[src/rtl/spis_trans_engine.sv]
// spis_trans_engine: SPI slave protocol engine.
// Oversamples the SPI pins in the clk domain, shifts tx FIFO bytes out on MISO
// and pushes every completed MOSI byte into the rx FIFO.
// Ports:
//   clk, rst                      system clock, async active-high reset
//   spi_sclk, spi_cs_n, spi_mosi  asynchronous pins from the master
//   spi_miso, spi_miso_oe         slave data out and pad output enable
//   r_enable, r_cpol, r_cpha      enable and SPI mode
//   r_msblsb                      0 = MSB first, 1 = LSB first
//   tx_fifo_re/rdata/empty        tx FIFO pop interface (rdata sampled while re=1)
//   rx_fifo_we/wdata/full         rx FIFO push interface
//   busy                          engine is not idle
//   int_status_*                  single-cycle event pulses
module spis_trans_engine #(
  parameter int SYNC_STAGES = 2
) (
  input  logic       clk,
  input  logic       rst,
  input  logic       spi_sclk,
  input  logic       spi_cs_n,
  input  logic       spi_mosi,
  output logic       spi_miso,
  output logic       spi_miso_oe,
  input  logic       r_enable,
  input  logic       r_cpol,
  input  logic       r_cpha,
  input  logic       r_msblsb,
  output logic       tx_fifo_re,
  input  logic [7:0] tx_fifo_rdata,
  input  logic       tx_fifo_empty,
  output logic       rx_fifo_we,
  output logic [7:0] rx_fifo_wdata,
  input  logic       rx_fifo_full,
  output logic       busy,
  output logic       int_status_tx_underflow,
  output logic       int_status_rx_overflow,
  output logic       int_status_cs_rise
);

  typedef enum logic [1:0] {IDLE, LOAD, SHIFT} state_t;

  state_t                 state;
  logic [SYNC_STAGES-1:0] sclk_sync, cs_sync, mosi_sync;
  logic                   sclk_d, cs_d;
  logic                   sclk_s, cs_s, mosi_s;
  logic                   lead_edge, trail_edge, sample_edge, shift_edge;
  logic                   cs_fall, cs_rise, do_load;
  logic [3:0]             bit_cnt;
  logic [7:0]             tx_shift, rx_shift, rx_next;

  // CS synchronizer resets to the deasserted level so that releasing reset
  // with CS_N high does not look like an end-of-frame edge.
  always_ff @(posedge clk or posedge rst) begin
    if (rst) begin
      sclk_sync <= '0;
      cs_sync   <= '1;
      mosi_sync <= '0;
      sclk_d    <= 1'b0;
      cs_d      <= 1'b1;
    end else begin
      sclk_sync <= {sclk_sync[SYNC_STAGES-2:0], spi_sclk};
      cs_sync   <= {cs_sync[SYNC_STAGES-2:0], spi_cs_n};
      mosi_sync <= {mosi_sync[SYNC_STAGES-2:0], spi_mosi};
      sclk_d    <= sclk_s;
      cs_d      <= cs_s;
    end
  end

  assign sclk_s = sclk_sync[SYNC_STAGES-1];
  assign cs_s   = cs_sync[SYNC_STAGES-1];
  assign mosi_s = mosi_sync[SYNC_STAGES-1];

  // Leading edge leaves the idle (cpol) level, trailing edge returns to it.
  assign lead_edge   = (sclk_s != sclk_d) && (sclk_d == r_cpol);
  assign trail_edge  = (sclk_s != sclk_d) && (sclk_s == r_cpol);
  assign sample_edge = r_cpha ? trail_edge : lead_edge;
  assign shift_edge  = r_cpha ? lead_edge : trail_edge;
  assign cs_fall     = cs_d & ~cs_s;
  assign cs_rise     = ~cs_d & cs_s;

  // A byte is (re)loaded on frame start and on the first shift edge after
  // a full byte has been sampled.
  assign do_load = (state == LOAD) ||
                   ((state == SHIFT) && shift_edge && (bit_cnt == 4'd8));

  assign rx_next = r_msblsb ? {mosi_s, rx_shift[7:1]} : {rx_shift[6:0], mosi_s};

  // MISO is a pure function of registers and is forced low when not driving.
  assign spi_miso = spi_miso_oe & (r_msblsb ? tx_shift[0] : tx_shift[7]);
  assign busy     = (state != IDLE);

  // Frame FSM. A popped tx byte is captured in the cycle its pop pulse is
  // high, so tx_fifo_re doubles as the capture strobe.
  always_ff @(posedge clk or posedge rst) begin
    if (rst) begin
      state                   <= IDLE;
      bit_cnt                 <= 4'd0;
      tx_shift                <= 8'h00;
      rx_shift                <= 8'h00;
      spi_miso_oe             <= 1'b0;
      tx_fifo_re              <= 1'b0;
      rx_fifo_we              <= 1'b0;
      rx_fifo_wdata           <= 8'h00;
      int_status_tx_underflow <= 1'b0;
      int_status_rx_overflow  <= 1'b0;
      int_status_cs_rise      <= 1'b0;
    end else begin
      tx_fifo_re              <= 1'b0;
      rx_fifo_we              <= 1'b0;
      int_status_tx_underflow <= 1'b0;
      int_status_rx_overflow  <= 1'b0;
      int_status_cs_rise      <= 1'b0;
      if (!r_enable) begin
        state       <= IDLE;
        spi_miso_oe <= 1'b0;
      end else if ((state != IDLE) && cs_rise) begin
        state              <= IDLE;
        spi_miso_oe        <= 1'b0;
        int_status_cs_rise <= 1'b1;
      end else begin
        case (state)
          IDLE: begin
            if (cs_fall) begin
              state       <= LOAD;
              spi_miso_oe <= 1'b1;
            end
          end
          LOAD:    state <= SHIFT;
          SHIFT:   state <= SHIFT;
          default: state <= IDLE;
        endcase

        if (do_load) begin
          bit_cnt <= 4'd0;
          if (!tx_fifo_empty) begin
            tx_fifo_re <= 1'b1;
          end else begin
            tx_shift                <= 8'hFF;
            int_status_tx_underflow <= 1'b1;
          end
        end else if (tx_fifo_re) begin
          tx_shift <= tx_fifo_rdata;
        end else if ((state == SHIFT) && shift_edge && (bit_cnt != 4'd0)) begin
          tx_shift <= r_msblsb ? {1'b0, tx_shift[7:1]} : {tx_shift[6:0], 1'b0};
        end

        if ((state == SHIFT) && sample_edge && (bit_cnt < 4'd8)) begin
          rx_shift <= rx_next;
          bit_cnt  <= bit_cnt + 4'd1;
          if (bit_cnt == 4'd7) begin
            if (rx_fifo_full) begin
              int_status_rx_overflow <= 1'b1;
            end else begin
              rx_fifo_we    <= 1'b1;
              rx_fifo_wdata <= rx_next;
            end
          end
        end
      end
    end
  end

endmodule

[config.mk]
export PLATFORM = sky130hd
export DESIGN_NAME = spis_trans_engine
export DESIGN_NICKNAME = d
export VERILOG_FILES = /design/src/rtl/spis_trans_engine.sv
export SDC_FILE = /design/constraint.sdc
export NUM_CORES = 1
export LEC_CHECK = 0
export BUFFER_PORTS_ARGS = -buffer_cell sky130_fd_sc_hd__buf_4
export CAP_MARGIN = 20
export CORE_UTILIZATION = 35
export CTS_BUF_LIST = sky130_fd_sc_hd__clkbuf_8 sky130_fd_sc_hd__clkbuf_16
export DETAILED_ROUTE_END_ITERATION = 12
export HOLD_SLACK_MARGIN = 0.15
export PLACE_DENSITY = 0.54
export SLEW_MARGIN = 20
export SYNTH_ARGS = -nofsm -noshare
export SYNTH_HDL_FRONTEND = slang
export SYNTH_SLANG_ARGS = --single-unit
export TNS_END_PERCENT = 1
[constraint.sdc]
create_clock -name clk -period 2.5 [get_ports clk]
set_input_delay 0.125 -clock clk [delete_from_list [all_inputs] [get_ports clk]]
set_output_delay 0.125 -clock clk [all_outputs]
set_load 0.02 [all_outputs]
==> impl_metrics.toml, run 1 <==
[outcome]
status = "finished, final reports clean"

[yosys]
seq_area_frac_synth_pct = 50.6
synth_mux_area_share_pct = 23.7
synth_compound_area_share_pct = 7.00
synth-edff-count = 0
yosysWarnings = 0
synth_cell_types = 39
synth_top_family_by_area = "multiplexers"
netlist_instances = 185
synth-seq-cells = 44
synthSimpleGateAreaFrac_pct = 10.4
ys_async_sr_fraction_pct = 100
synth_fa_ha_area_share_pct = 3.44
syn_area_per_cell_um2 = 11.8
syn-cell-area_um2 = 2180
synth_xor_xnor_area_share_pct = 0.401
dominantRegCellSynth = "dfrtp_1"
synth_fp_nets = 210

[pwr]
p_switching_uw = 770
clockPowerShare_pct = 19.7
comb_power_share_pct = 37.3
p_leak_uw = 0.00137
ir_drop_mv = 0.302
power_density_nw_per_um2 = 849
seqPwrFrac_pct = 42.9
swShare_pct = 33.2
intPower_uw = 1550

[timing]
finalSetupViolCount = 0
maxSlewHeadroom_pct = 41.4
drv_slew = 0
finalHoldViolCount = 0
grt_setup_unrepaired = "no"
fmax_mhz = 456
finalSetupTns_ps = 0
finalCriticalPeriod_ps = 2190
skew_ps = 4.03
worstMarginPinSlew_ps = 874
fin_crit_sh_pct = 87.8

[global_routing]
grt_max_degree = 26
grt_pass1_vias = 1458
antenna_found_initial = 0
grt_usage_pct = 13.6
grt_first_pass_wirelength_mm = 6.77
gr-total-overflow = 0

[job]
maxCapViolCount = 0

[floorplan]
die_y_um = 81.0
start_util_pct = 36.6
core_area_um2 = 5960
die_w_um = 81.0
die_area_um2 = 6550
rows = 28
ios = 35

[worst_setup_path]
crit_fanout = 8
path_class = "reg -> reg"
crit_arrival_ps = 2380
rr_worst_depth = 8
endpoint_kind = "flip-flop"
crit_required_ps = 2690
worstSetupStartpointType = "flip-flop"
r2r_setup_slack_ps = 310

[routing]
wl_mm = 3.97
drcViolationCount = 0
firstDrtPassIters = 5
viasPerCell = 4.72
wire_per_inst_um = 12.8
drtIter0Drc = 72
route.vias.total = 1464
ant_nets = 0

[cts]
cts_max_level = 2
ctsLongestPathBuffers = 2
clockRootBuffer = "clkbuf_8"
insertion_delay_ps = 290
cts_tree = "done"
clk_pin_slew_worst_paths_ps = 80
cts_sinks = 44
cts_buffers = 5
ctsResizeCount = 0

[placement]
io_buffer_count = 34
place_area_um2 = 2570
place_congestion = 0.788
dp_hpwl_mm = 2.91

[cells_and_area]
layout-drive-gt1-share_pct = 35.3
fin_nets = 259
area_growth_pct = 25.2
final_area_um2 = 2730
antenna_cells = 0

[min_path]
hold_path_class = "in -> reg"
holdPathStages = 4
==> stage by stage <==
| step | setup WS, ps | hold WS, ps | total power [uW] | util, % | std cells |
|---|---|---|---|---|---|
| floorplan | 388 | 129 | 1640 | - | 185 |
| global placement | 374 | 234 | 1870 | 43.1 | 295 |
| detailed placement | 312 | 234 | 1870 | 43.1 | 295 |
| CTS | 294 | 166 | 2350 | 45.9 | 310 |
| global route | 148 | 177 | 2510 | 45.9 | 310 |
| finish | 306 | 171 | 2320 | 45.9 | 310 |
==> registers in the layout (all words and copies together) (netlist names), 2 cells and up <==
| name | flops |
|---|---|
| sclk_sync | 2 |
| tx_shift | 8 |
| state | 2 |
| cs_sync | 2 |
| rx_shift | 8 |
| bit_cnt | 4 |
| mosi_sync | 2 |
| rx_fifo_wdata | 8 |
==> cell usage in the layout, fill, tap and decap left out, drive strengths merged, types with 2 or more instances in the layout <==
cell type and n:
a21oi 8, buf 41, clkbuf 6, dfrtp 41, dfstp 3, dlygate4sd3 7
ha 6, inv 18, mux2 29, mux2i 16, nand2 14, nand2b 4
nor2 10, nor2b 4, nor3 2, o21ai 5, or3 2
==> critical path, stage by stage, from the launching register on <==
cell and delay, ps:
dfrtp_1 380, inv_1 90, ha_1 230, nand2b_1 200, o21ai_1 390, nand2b_1 170, o32a_1 180, buf_12 150
mux2_4 300
==> cell families (layout without fill, tap and decap cells) <==
kind of cell,Yosys count,after routing
multiplexers,45,45
XOR/XNOR,1,1
flip-flops,44,44
AND/OR/NAND/NOR,42,42
buffers and inverters,24,74
AO/OA/AOI/OAI,23,23
adder cells (fa/ha/maj),6,6
==> cell type report <==
type / count / area [um^2]
Clock buffer: 6 / 82.6
Clock inverter: 2 / 11.3
Fill cell: 568 / 3220
Inverter: 18 / 67.6
Multi-Input combinational cell: 117 / 981
Sequential cell: 44 / 1100
Tap cell: 75 / 93.8
Timing Repair Buffer: 48 / 390
==> path summary, 6_finish.rpt <==
check                                                    end              startpoint
worst min-delay path                 tx_shift[2]$_DFFE_PP0P_        tx_fifo_rdata[2]
worst max-delay path                 tx_shift[4]$_DFFE_PP0P_    state[0]$_DFFE_PP0P_
max in group asynchronous                     cs_d$_DFF_PP1_                     rst
worst min register to register        mosi_sync[1]$_DFF_PP0_  mosi_sync[0]$_DFF_PP0_
min in group asynchronous       rx_fifo_wdata[4]$_DFFE_PP0P_                     rst
worst max register to register       tx_shift[4]$_DFFE_PP0P_    state[0]$_DFFE_PP0P_
==> routing by layer <==
| layer | vias to the layer above | wire length, um | global-route usage (%) |
|---|---|---|---|
| li1 | 729 | - | - |
| met1 | 699 | 1840 | 17.7 |
| met2 | 30 | 1930 | 22.1 |
| met3 | 6 | 152 | 3.48 |
| met4 | 0 | 51 | 4.29 |
| met5 | - | 0 | 0 |
==> power by group through the flow <==
stage	Clock (uW)	Sequential [uW]	Combinational [uW]
floorplan	0	974	663
CTS	478	998	875
detailed placement	0	1010	862
global route	507	1030	976
global placement	0	1010	859
finish	458	995	865
==> cell usage after synthesis, types with 2 or more instances <==
master	count	area, um^2
nand2_1	13	48.8
mux2i_1	16	160
nand2b_1	4	25.0
nor2_1	10	37.5
inv_1	18	67.6
or3_1	2	12.5
o21ai_0	4	20.0
nor3_1	2	10.0
clkbuf_1	2	7.51
mux2_2	20	225
ha_1	6	75.1
nor2b_1	4	25.0
a21oi_1	8	40.0
dfrtp_1	41	1030
buf_2	2	10.0
mux2_4	8	120
dfstp_2	3	78.8
==> what timing repair did <==
| item | CTS | global route |
|---|---|---|
| setup buffers | 0 | 0 |
| endpoints found under the hold margin | 31 | 0 |
| hold buffers | 7 | 0 |
(Power assumes the default switching activity.)
==> run 2: changes to the inputs <==
--- a/config.mk
+++ b/config.mk
@@ -5,8 +5,8 @@
 export SDC_FILE = /design/constraint.sdc
 export NUM_CORES = 1
 export LEC_CHECK = 0
+export ABC_AREA = 1
 export BUFFER_PORTS_ARGS = -buffer_cell sky130_fd_sc_hd__buf_4
-export CAP_MARGIN = 20
 export CORE_UTILIZATION = 35
 export CTS_BUF_LIST = sky130_fd_sc_hd__clkbuf_8 sky130_fd_sc_hd__clkbuf_16
 export DETAILED_ROUTE_END_ITERATION = 12
==> impl_metrics.toml, run 2 <==
[cells_and_area]
fin_nets = 323
final_area_um2 = 2670
layout-drive-gt1-share_pct = 21.1
final_cell_mix = "74 x nand2_1, 41 x dfrtp_1, 36 x buf_4"
layout_commonest_cell = "nand2_1"
area_growth_pct = 24.4
antenna_cells = 0
largest_registers = "rx_fifo_wdata x8, rx_shift x8, tx_shift x8"
multi_input_area_um2 = 877
fill_cells = 613
seqCellArea_um2 = 1100

[yosys]
synth_xor_xnor_area_share_pct = 0.409
ys_async_sr_fraction_pct = 100
yosys.area.top_type_share_pct = 47.9
syn_area_per_cell_um2 = 8.43
yosysMostFrequentCell = "nand2_1"
dominantRegCellSynth = "dfrtp_1"
synth_top_family_by_area = "simple AND/OR/NAND/NOR gates"
seq_area_frac_synth_pct = 51.6
synth_fp_nets = 279
synth_mux_area_share_pct = 0
synth_compound_area_share_pct = 9.99
synth-seq-cells = 44
synth_fa_ha_area_share_pct = 3.50
yosysWarnings = 0
synth-edff-count = 0
synth_area_leader_cell = "dfrtp_1"
syn-cell-area_um2 = 2140
netlist_instances = 254
synth_cell_types = 26
synthSimpleGateAreaFrac_pct = 27.0
synthTopCellsByArea = "dfrtp_1 48%, nand2_1 13%, nand3_1 7.2%"
synth_common_cells = "74 x nand2_1, 41 x dfrtp_1, 31 x nand3_1"

[global_routing]
grt_pass1_vias = 1688
grt_first_pass_wirelength_mm = 7.82
gr-total-overflow = 0
grt_max_degree = 27
antenna_found_initial = 0
grt_usage_pct = 15.8

[routing]
route.vias.total = 1786
viasPerCell = 4.78
wl_mm = 4.42
wire_per_inst_um = 11.8
drtIter0Drc = 57
ant_nets = 0
drcViolationCount = 0
firstDrtPassIters = 4

[worst_setup_path]
cp_cell_sequence = "inv_1, ha_1, inv_2, nand2_1, nand2_1, nor2_4, nand2_2, inv_2, nand2_1, nand2_1"
slowest_delay_ps = 390
cpMostUsedCell = "nand2_1"
worstSetupStartpointType = "flip-flop"
crit_fanout = 9
path_class = "reg -> reg"
cpMaxStageDelayCell = "dfrtp_1"
crit_required_ps = 2750
crit_arrival_ps = 2000
endpoint_kind = "flip-flop"

[cts]
insertion_delay_ps = 300
cts_max_level = 2
ctsLongestPathBuffers = 2
cts_sinks = 44
cts_tree = "done"
cts_buffers = 5
clockRootBuffer = "clkbuf_8"
clk_pin_slew_worst_paths_ps = 90
ctsResizeCount = 0

[pwr]
ir_drop_mv = 0.285
p_leak_uw = 0.00141
power_density_nw_per_um2 = 867

[timing]
worstMarginPinSlew_ps = 543
fmax_mhz = 569
maxSlewHeadroom_pct = 63.8
finalSetupTns_ps = 0
holdWs_ps = 171
fin_crit_sh_pct = 70.3
finalCriticalPeriod_ps = 1760
grt_setup_unrepaired = "no"
setup_ws_ps = 743
drv_slew = 0
skew_ps = 7.48
finalSetupViolCount = 0
finalHoldViolCount = 0

[placement]
place_ws_ps = 751
place_area_um2 = 2470
io_buffer_count = 34
dp_hpwl_mm = 3.17
place_congestion = 0.781

[floorplan]
start_util_pct = 36.2
die_y_um = 80.2
rows = 28
die_area_um2 = 6440
ios = 35
die_w_um = 80.2
core_area_um2 = 5920

[outcome]
status = "finished, final reports clean"

[min_path]
hold_path_class = "in -> reg"

[job]
maxCapViolCount = 0
-- run 2: changes by cell type in the layout (fill, tap and decap cells not counted), moves of 4 or more --
cell / change
a21oi_1: -6
inv_2: +7
inv_1: +9
nand2_1: +61
buf_4: -4
mux2_4: -8
mux2i_1: -16
o21ai_0: +19
nand2b_1: -4
nor2b_1: -4
o211ai_1: +5
nand3_1: +31
mux2_2: -20
-- run 2: through the flow --
stage          util, %  std cells  power, uW
3_3_place_gp      41.8        359       1730
6_report          45.0        374       2310
3_5_place_dp      41.8        359       1740
5_1_grt           45.0        374       2510
2_1_floorplan        -        254       1540
4_1_cts           45.0        374       2340
-- run 2: worst max-delay path: cells and delay by family (launching register included) --
family | cells | cell delay, ps
adders and majority gates | 1 | 190
buffers and inverters | 3 | 340
DFF | 1 | 390
and+or+nand+nor | 6 | 780
-- run 2: final cells by class --
cell class              count  area share [%]
well taps                  75            3.52
repair buffers             43            12.8
inverters                  34            4.79
clock inverters             2            1.46
multi-input cells         170            32.9
clock buffers               6            3.10
flip-flops and latches     44            41.5
-- run 2: report_power, final --
group	leakage (uW)	internal, uW	switching, uW
Combinational	0.000791	283	468
Sequential	0.000555	884	95.2
Clock	0.0000614	327	252
Total	0.00141	1490	816
-- run 2: kinds of logic (layout without fill, tap and decap cells) --
kind of cell	Yosys count	after routing
flops	44	44
xor+xnor	1	1
simple gates	126	126
buf+inv	40	85
compound gates	37	37
fa+ha+maj	6	6
-- run 2: path summary, 6_finish.rpt --
kind / start / depth (start not counted) / slack [ps] / to
setup / recovery: state[1]$_DFFE_PP0P_ / 10 / 740 / rx_fifo_wdata[1]$_DFFE_PP0P_
hold / removal: tx_fifo_rdata[5] / 5 / 170 / tx_shift[5]$_DFFE_PP0P_
setup reg to reg: state[1]$_DFFE_PP0P_ / 10 / 740 / rx_fifo_wdata[1]$_DFFE_PP0P_
hold reg to reg: mosi_sync[0]$_DFF_PP0_ / 0 / 360 / mosi_sync[1]$_DFF_PP0_
max in group asynchronous: rst / 4 / 1350 / cs_d$_DFF_PP1_
min in group asynchronous: rst / 3 / 430 / rx_fifo_wdata[5]$_DFFE_PP0P_
-- run 2: per-layer routing --
metal / global-route usage (%) / vias to the layer above / share of wire, %
met5: 0 / - / 0
met4: 5.00 / 0 / 1.5
met3: 3.98 / 7 / 5.7
met2: 23.3 / 48 / 44
met1: 22.6 / 820 / 49
li1: - / 911 / -
-- run 2: timing repair --
| item | in CTS | in global routing |
|---|---|---|
| hold buffers | 7 | 0 |
| hold endpoints to repair | 32 | 0 |
| buffers inserted | 0 | 0 |
